==> src/rtl/end_screen_pkg.sv <==
`default_nettype none
// ============================================================================
// Module   : end_screen_pkg
// Desc     : Shared geometry constants and fade FSM state type for the
//            end-of-game screen renderer.
// Revision : 1.0 - initial release
// ============================================================================
package end_screen_pkg;

    localparam int IMG_W  = 320;
    localparam int IMG_H  = 240;
    localparam int ADDR_W = 17;
    localparam int SCR_W  = 640;
    localparam int SCR_H  = 480;

    typedef enum logic [1:0] {
        IDLE     = 2'd0,
        FADE_IN  = 2'd1,
        HOLD     = 2'd2,
        FADE_OUT = 2'd3
    } fade_state_t;

endpackage
`default_nettype wire

==> src/rtl/end_screen_fade_ctrl.sv <==
`default_nettype none
// ============================================================================
// Module   : end_screen_fade_ctrl
// Desc     : Frame-tick detection, per-step frame counter and fade FSM that
//            produce the end-screen opacity level. Built only when
//            END_SCREEN_FADE_EN is defined.
// Revision : 1.0 - initial release
// ============================================================================
`ifdef END_SCREEN_FADE_EN
module end_screen_fade_ctrl
    import end_screen_pkg::*;
#(
    parameter int unsigned FADE_FRAMES = 4
) (
    input  logic       Clk,
    input  logic       Reset_n,
    input  logic       vs,
    input  logic       show_end,
    output logic [3:0] fade_level,
    output logic       end_active
);

    localparam logic [1:0] S_IDLE     = IDLE;
    localparam logic [1:0] S_FADE_IN  = FADE_IN;
    localparam logic [1:0] S_HOLD     = HOLD;
    localparam logic [1:0] S_FADE_OUT = FADE_OUT;
    localparam logic [7:0] c_LAST_STEP = 8'(FADE_FRAMES - 1);

    logic       vs_prev_q;
    logic       w_tick;
    logic       w_step;
    logic [1:0] state_q, state_d;
    logic [7:0] cnt_q, cnt_d;
    logic [3:0] level_q, level_d;

    assign w_tick = vs_prev_q & ~vs;
    assign w_step = w_tick && (cnt_q == c_LAST_STEP);

    // A show_end change is checked before stepping so it wins over a coincident tick.
    always_comb begin
        state_d = state_q;
        level_d = level_q;
        cnt_d   = cnt_q;
        if (w_tick) begin
            cnt_d = (cnt_q == c_LAST_STEP) ? 8'd0 : cnt_q + 8'd1;
        end
        case (state_q)
            S_IDLE: begin
                level_d = 4'h0;
                cnt_d   = 8'd0;
                if (show_end) begin
                    state_d = S_FADE_IN;
                end
            end
            S_FADE_IN: begin
                if (!show_end) begin
                    state_d = S_FADE_OUT;
                    cnt_d   = 8'd0;
                end else if (level_q == 4'hF) begin
                    state_d = S_HOLD;
                    cnt_d   = 8'd0;
                end else if (w_step) begin
                    level_d = level_q + 4'h1;
                    if (level_q == 4'hE) begin
                        state_d = S_HOLD;
                    end
                end
            end
            S_HOLD: begin
                level_d = 4'hF;
                cnt_d   = 8'd0;
                if (!show_end) begin
                    state_d = S_FADE_OUT;
                end
            end
            S_FADE_OUT: begin
                if (show_end) begin
                    state_d = S_FADE_IN;
                    cnt_d   = 8'd0;
                end else if (level_q == 4'h0) begin
                    state_d = S_IDLE;
                    cnt_d   = 8'd0;
                end else if (w_step) begin
                    level_d = level_q - 4'h1;
                    if (level_q == 4'h1) begin
                        state_d = S_IDLE;
                    end
                end
            end
            default: begin
                state_d = S_IDLE;
                level_d = 4'h0;
                cnt_d   = 8'd0;
            end
        endcase
    end

    always_ff @(posedge Clk or negedge Reset_n) begin
        if (!Reset_n) begin
            vs_prev_q <= 1'b1;
            state_q   <= S_IDLE;
            cnt_q     <= 8'd0;
            level_q   <= 4'h0;
        end else begin
            vs_prev_q <= vs;
            state_q   <= state_d;
            cnt_q     <= cnt_d;
            level_q   <= level_d;
        end
    end

    assign fade_level = level_q;
    assign end_active = (state_q != S_IDLE);

endmodule
`endif
`default_nettype wire

==> src/rtl/end_screen_renderer.sv <==
`default_nettype none
// ============================================================================
// Module   : end_screen_renderer
// Desc     : Maps DrawX/DrawY onto a 2x-scaled 320x240 index ROM, re-times the
//            ROM data into a palette index and supplies the fade level.
//            END_SCREEN_FADE_EN selects the frame-timed fade FSM; otherwise
//            the level simply follows show_end.
// Revision : 1.0 - initial release
// ============================================================================
module end_screen_renderer
    import end_screen_pkg::*;
#(
    parameter int unsigned FADE_FRAMES = 4,
    parameter logic [3:0]  BLACK_INDEX = 4'h8
) (
    input  logic              Clk,
    input  logic              Reset_n,
    input  logic [9:0]        DrawX,
    input  logic [9:0]        DrawY,
    input  logic              blank_n,
    input  logic              vs,
    input  logic              show_end,
    output logic [ADDR_W-1:0] rom_addr,
    input  logic [3:0]        rom_q,
    output logic [3:0]        index_out,
    output logic              pix_valid,
    output logic [3:0]        fade_level,
    output logic              end_active
);

    logic [ADDR_W-1:0] w_x;
    logic [ADDR_W-1:0] w_y;
    logic              w_in_win;
    logic [ADDR_W-1:0] rom_addr_q, rom_addr_d;
    logic              win1_q;
    logic              win2_q;
    logic [3:0]        index_q, index_d;
    logic              valid_q;

    // y*320 as y*256 + y*64 keeps the address path multiplier-free.
    assign w_x        = ADDR_W'(DrawX >> 1);
    assign w_y        = ADDR_W'(DrawY >> 1);
    assign w_in_win   = (DrawX < 10'(SCR_W)) && (DrawY < 10'(SCR_H)) && blank_n;
    assign rom_addr_d = w_in_win ? ((w_y << 8) + (w_y << 6) + w_x) : '0;
    assign index_d    = win2_q ? rom_q : BLACK_INDEX;

    // win1/win2 track the in-window flag through the address and ROM stages.
    always_ff @(posedge Clk or negedge Reset_n) begin
        if (!Reset_n) begin
            rom_addr_q <= '0;
            win1_q     <= 1'b0;
            win2_q     <= 1'b0;
            index_q    <= BLACK_INDEX;
            valid_q    <= 1'b0;
        end else begin
            rom_addr_q <= rom_addr_d;
            win1_q     <= w_in_win;
            win2_q     <= win1_q;
            index_q    <= index_d;
            valid_q    <= win2_q;
        end
    end

    assign rom_addr  = rom_addr_q;
    assign index_out = index_q;
    assign pix_valid = valid_q;

`ifdef END_SCREEN_FADE_EN
    end_screen_fade_ctrl #(
        .FADE_FRAMES (FADE_FRAMES)
    ) u_fade_ctrl (
        .Clk        (Clk),
        .Reset_n    (Reset_n),
        .vs         (vs),
        .show_end   (show_end),
        .fade_level (fade_level),
        .end_active (end_active)
    );
`else
    localparam int unsigned c_UNUSED_FADE_FRAMES = FADE_FRAMES;

    logic       w_unused_vs;
    logic [3:0] fade_q;
    logic       active_q;

    assign w_unused_vs = vs;

    always_ff @(posedge Clk or negedge Reset_n) begin
        if (!Reset_n) begin
            fade_q   <= 4'h0;
            active_q <= 1'b0;
        end else begin
            fade_q   <= show_end ? 4'hF : 4'h0;
            active_q <= show_end;
        end
    end

    assign fade_level = fade_q;
    assign end_active = active_q;
`endif

endmodule
`default_nettype wire

==> config.mk <==
export PLATFORM = sky130hd
export DESIGN_NAME = end_screen_renderer
export DESIGN_NICKNAME = d
export VERILOG_FILES = /design/src/rtl/end_screen_pkg.sv /design/src/rtl/end_screen_fade_ctrl.sv /design/src/rtl/end_screen_renderer.sv
export SDC_FILE = /design/constraint.sdc
export NUM_CORES = 1
export LEC_CHECK = 0
export BUFFER_PORTS_ARGS = -buffer_cell sky130_fd_sc_hd__buf_2
export CAP_MARGIN = 10
export CORE_ASPECT_RATIO = 1.4
export CORE_UTILIZATION = 25
export DETAILED_ROUTE_END_ITERATION = 8
export PLACE_DENSITY = 0.54
export REMOVE_ABC_BUFFERS = 1
export SETUP_SLACK_MARGIN = 0.15
export SLEW_MARGIN = 20
export SYNTH_ARGS = -nofsm -noshare
export SYNTH_HDL_FRONTEND = slang
export SYNTH_SLANG_ARGS = --single-unit
==> constraint.sdc <==
create_clock -name Clk -period 0.85 [get_ports Clk]
set_clock_uncertainty 0.1 [all_clocks]
set_input_delay 0 -clock Clk [delete_from_list [all_inputs] [get_ports Clk]]
set_output_delay 0 -clock Clk [all_outputs]
set_load 0.01 [all_outputs]
### After elaboration in Yosys (flattened, before gate mapping)

Index checks and enable logic that the tools add are counted.
Widths: inputs -> output; s select.

* output and inout port bits: 27
* register bits: 29
* word-level logic and storage cells: 16

* mux-type cells: 3
* $lt $le $gt $ge: 2
* reduce and logical (&&, ||, !) cells: 2
* add/subtract/negate cells: 2

Operator list (count)
* $add 17x15->17: 1
* $add 17x9->17: 1
* $mux 17: 1
* $lt 10x10->1 const B: 1
* $lt 10x9->1 const B: 1
* $mux 4: 2
* $logic_and 1x1->1: 2

### Longest topological paths before layout

* depth after elaboration: 4
* gate-level depth with buffers: 9

### Worst setup path after synthesis

Ideal clock, no wire load.

* path kind: input-to-reg
* start point: input DrawX[9]
* end point: register rom_addr_q[12] (netlist: rom_addr[12])
* path slack: -1.002 ns
* stages: 9
* buffers on the path: 0
* arrival: 1.621 ns
* path through: inv_1 -> fa_1 -> inv_1 -> ha_1 -> a21o_1 -> a21oi_1 -> o21ai_0 -> xnor2_1 -> nor2_1

* word-level cells in the longest chain between the ends: 4
* elaborated cells between the ends (all ways): 5
* those cells by class: add/sub (1); order compare (1); mux (1); reduce/logical (2)

Ends and longest elaborated chain
* start, declared: RTL line end_screen_renderer.sv:18 `input logic [9:0] DrawX,`
* branches (longest 3 deep; another with $add 17x9->17)
* $mux 17 (*): RTL line end_screen_renderer.sv:44 `assign rom_addr_d = w_in_win ? ((w_y << 8) + (w_y << 6) + w_x) : '0;`
* named net rom_addr_d[12]: RTL line end_screen_renderer.sv:34 `logic [ADDR_W-1:0] rom_addr_q, rom_addr_d;`
* end signal, assigned: RTL line end_screen_renderer.sv:56 `rom_addr_q <= rom_addr_d;`
* end, declared: RTL line end_screen_renderer.sv:34

Mark *: on every way through the listed nets, which the timed path passes.

### Worst setup path in the final report

* start point: input DrawX[9]
* end point: register rom_addr_q[13] (netlist: rom_addr[13])

The elaborated chain is that of the path after synthesis.

==> qor.txt <==
setup tns final - -6.84 ns
remaining antenna violation count - 0
max-slew violations - 0
main flop type after synthesis - dfrtp_1
commonest non-fill, non-tap cell in the layout - buf_2
Yosys reg bits - 25
Area growth, synth to finish - 53.4%
pre-CTS WS - -1.23 ns
EDFF count, synth - 0
total gr overflow - 0
pin count of the biggest net entering global routing - 26
clock buffer depth - 2
CTS Hold Bufs - 3
peak supply drop - 0.000540 V
Setup Crit Path Kind - in2reg
first-pass GRT wire length - 4370 µm
unrepaired setup endpoints after global routing - yes
Cell Rows - 30
Via Count - 1074
CP Max Fanout - 3
CP Data Arrival Time - 1.76 ns
Yosys top cell area share - 46.8%
die width - 62.6 µm
commonest cells after routing, fill and taps aside - buf_2 (48), dfrtp_1 (24), buf_4 (21), ha_1 (14), and2_1 (11)
Root Buffer - clkbuf_8
IO Count - 56
Req. time, crit path - 0.94 ns
Area contributors post-synth - dfrtp_1 (47%), ha_1 (17%), and2_1 (5.4%), fa_1 (3.1%), buf_4 (2.3%)
clk sinks - 25
mapped cell area - 1280 µm²
# nets final - 238
Min-Delay Path Class - in2reg
die area - 5430 µm²
TritonCTS Buffers - 3
routability cong. - 0.692
Tmin final - 1.68 ns
kind of end point of the critical path - flop
final worst-path cycle share - 197%
Worst-Skew Late Latency - 0.26 ns
final setup violation count - 32
Final WS setup - -0.826 ns
final hold vios - 10
Ant. Diodes - 0
Post-synth ARST share - 100%
warnings from Yosys - 0
CP Launch Type - input pin
post-synthesis sequential area ratio - 48.8%
vias per inst - 4.25
DP HPWL - 2160 µm
fraction of layout instances using a drive strength above 1 - 51.9%
number of detailed-route iterations in the first pass - 4
initial core utilization - 26.3%
Max Fclk - 597 MHz
Unique masters post-synth - 27
Syn Inst Count - 111
core area - 4880 µm²
Pwr Total - 2770 µW
clock-pin slew on the worst setup and hold paths - 0.08 ns
CTS tree - done
PwrDens - 1410 nW/µm²
Synth Area per Inst - 11.6 µm²
DRC viols - 0
violated checks - hold timing, setup timing
WL final - 2670 µm
Lkg Pwr - 0.00107 µW
max_cap viols - 0
routed wire length per instance - 10.5 µm
htree depth - 1
dominant cell type by area after synthesis - dfrtp_1
Die Y-Extent - 86.8 µm
drt initial violations - 41
post-layout util - 40.4%
status - finished, violations left
GRT Overall Usage - 10.2%
Slew HR - 82.8%
initial antenna violation count - 0
number of global-route vias before repair - 1059
worst hold slack - -0.159 ns
slew at the pin closest to its max-slew limit - 0.256 ns
IO buf count - 52
stage by stage:
stage,cell area [µm²],std cells
final,1970,253
after global routing,1970,253
after CTS,1900,253
after detailed placement,1770,245
after global placement,1770,245
after floorplan,1250,106
report_power, final:
group          internal [µW]  switching (µW)  leakage, µW  total, µW
Combinational            444             398     0.000710        842
Sequential              1240            16.3     0.000336       1260
Clock                    334             333    0.0000228        667
Yosys cell counts (2+ instances only):
cell,number
inv_1,8
nor2b_1,3
o21ai_0,3
buf_4,4
nand4_1,2
o21a_1,4
nor3_1,2
nand3_1,3
dfrtp_1,24
nand2_1,3
fa_1,2
a21oi_1,3
a21o_1,3
xor2_1,2
and2_1,11
ha_1,17
nor2_1,6
xnor2_1,2
state kept, by name (all words and copies together), names as in the netlist:
| signal | count |
|---|---|
| pix_valid | 1 |
| rom_addr | 17 |
| win1_q | 1 |
| index_out | 4 |
| win2_q | 1 |
| fade_level | 1 |
kinds of logic (layout without fill, tap and decap cells):
family                   Yosys count  in the layout  synth area share [%]
adder cells (fa/ha/maj)           19             19                  19.7
AND/OR/NAND/NOR                   33             33                  14.2
buffers and inverters             13             91                  5.07
AO/OA/AOI/OAI                     17             17                  9.45
XOR/XNOR                           4              4                  2.73
flip-flops                        25             25                  48.8
worst paths after layout:
path | startpoint | end | slack, ns | cells after the start
worst max-delay path | DrawX[9] | rom_addr[13]$_DFF_PN0_ | -0.83 | 10
worst min-delay path | DrawX[3] | rom_addr[2]$_DFF_PN0_ | -0.16 | 2
worst max register to register | win2_q$_DFF_PN0_ | index_out[0]$_DFF_PN0_ | 0.09 | 1
worst min register to register | win1_q$_DFF_PN0_ | win2_q$_DFF_PN0_ | 0.26 | 0
max in group asynchronous | Reset_n | index_out[3]$_DFF_PN1_ | 0.33 | 3
min in group asynchronous | Reset_n | rom_addr[0]$_DFF_PN0_ | 0.10 | 3
cell type report:
| class | instances | area, µm² |
|---|---|---|
| fillers | 475 | 2910 |
| multi-input cells | 73 | 666 |
| flip-flops and latches | 25 | 627 |
| repair buffers | 79 | 519 |
| well taps | 64 | 80.1 |
| clock buffers | 4 | 45.0 |
| inverters | 8 | 32.5 |
critical path, cell delays in order:
cell,delay [ns]
buf_8,0.08
inv_4,0.03
fa_1,0.40
inv_1,0.10
ha_4,0.20
nor2b_2,0.15
o31a_1,0.28
o21a_1,0.22
o21a_1,0.20
nor3_2,0.10
metal layers:
layer	track usage [%]	vias to the layer above	wire, µm
met2	20.4	50	1430
met1	10.1	491	974
li1	-	527	-
met3	1.97	6	208
met4	4.44	0	51
met5	0	-	0
repair_timing:
action	in CTS	in global routing
gates resized for setup	12	15
buffers inserted	1	0
endpoints found under the setup margin	47	48
hold endpoints to repair	37	9
pin swaps	10	10
No activity file was read; power rests on OpenSTA's default activity.
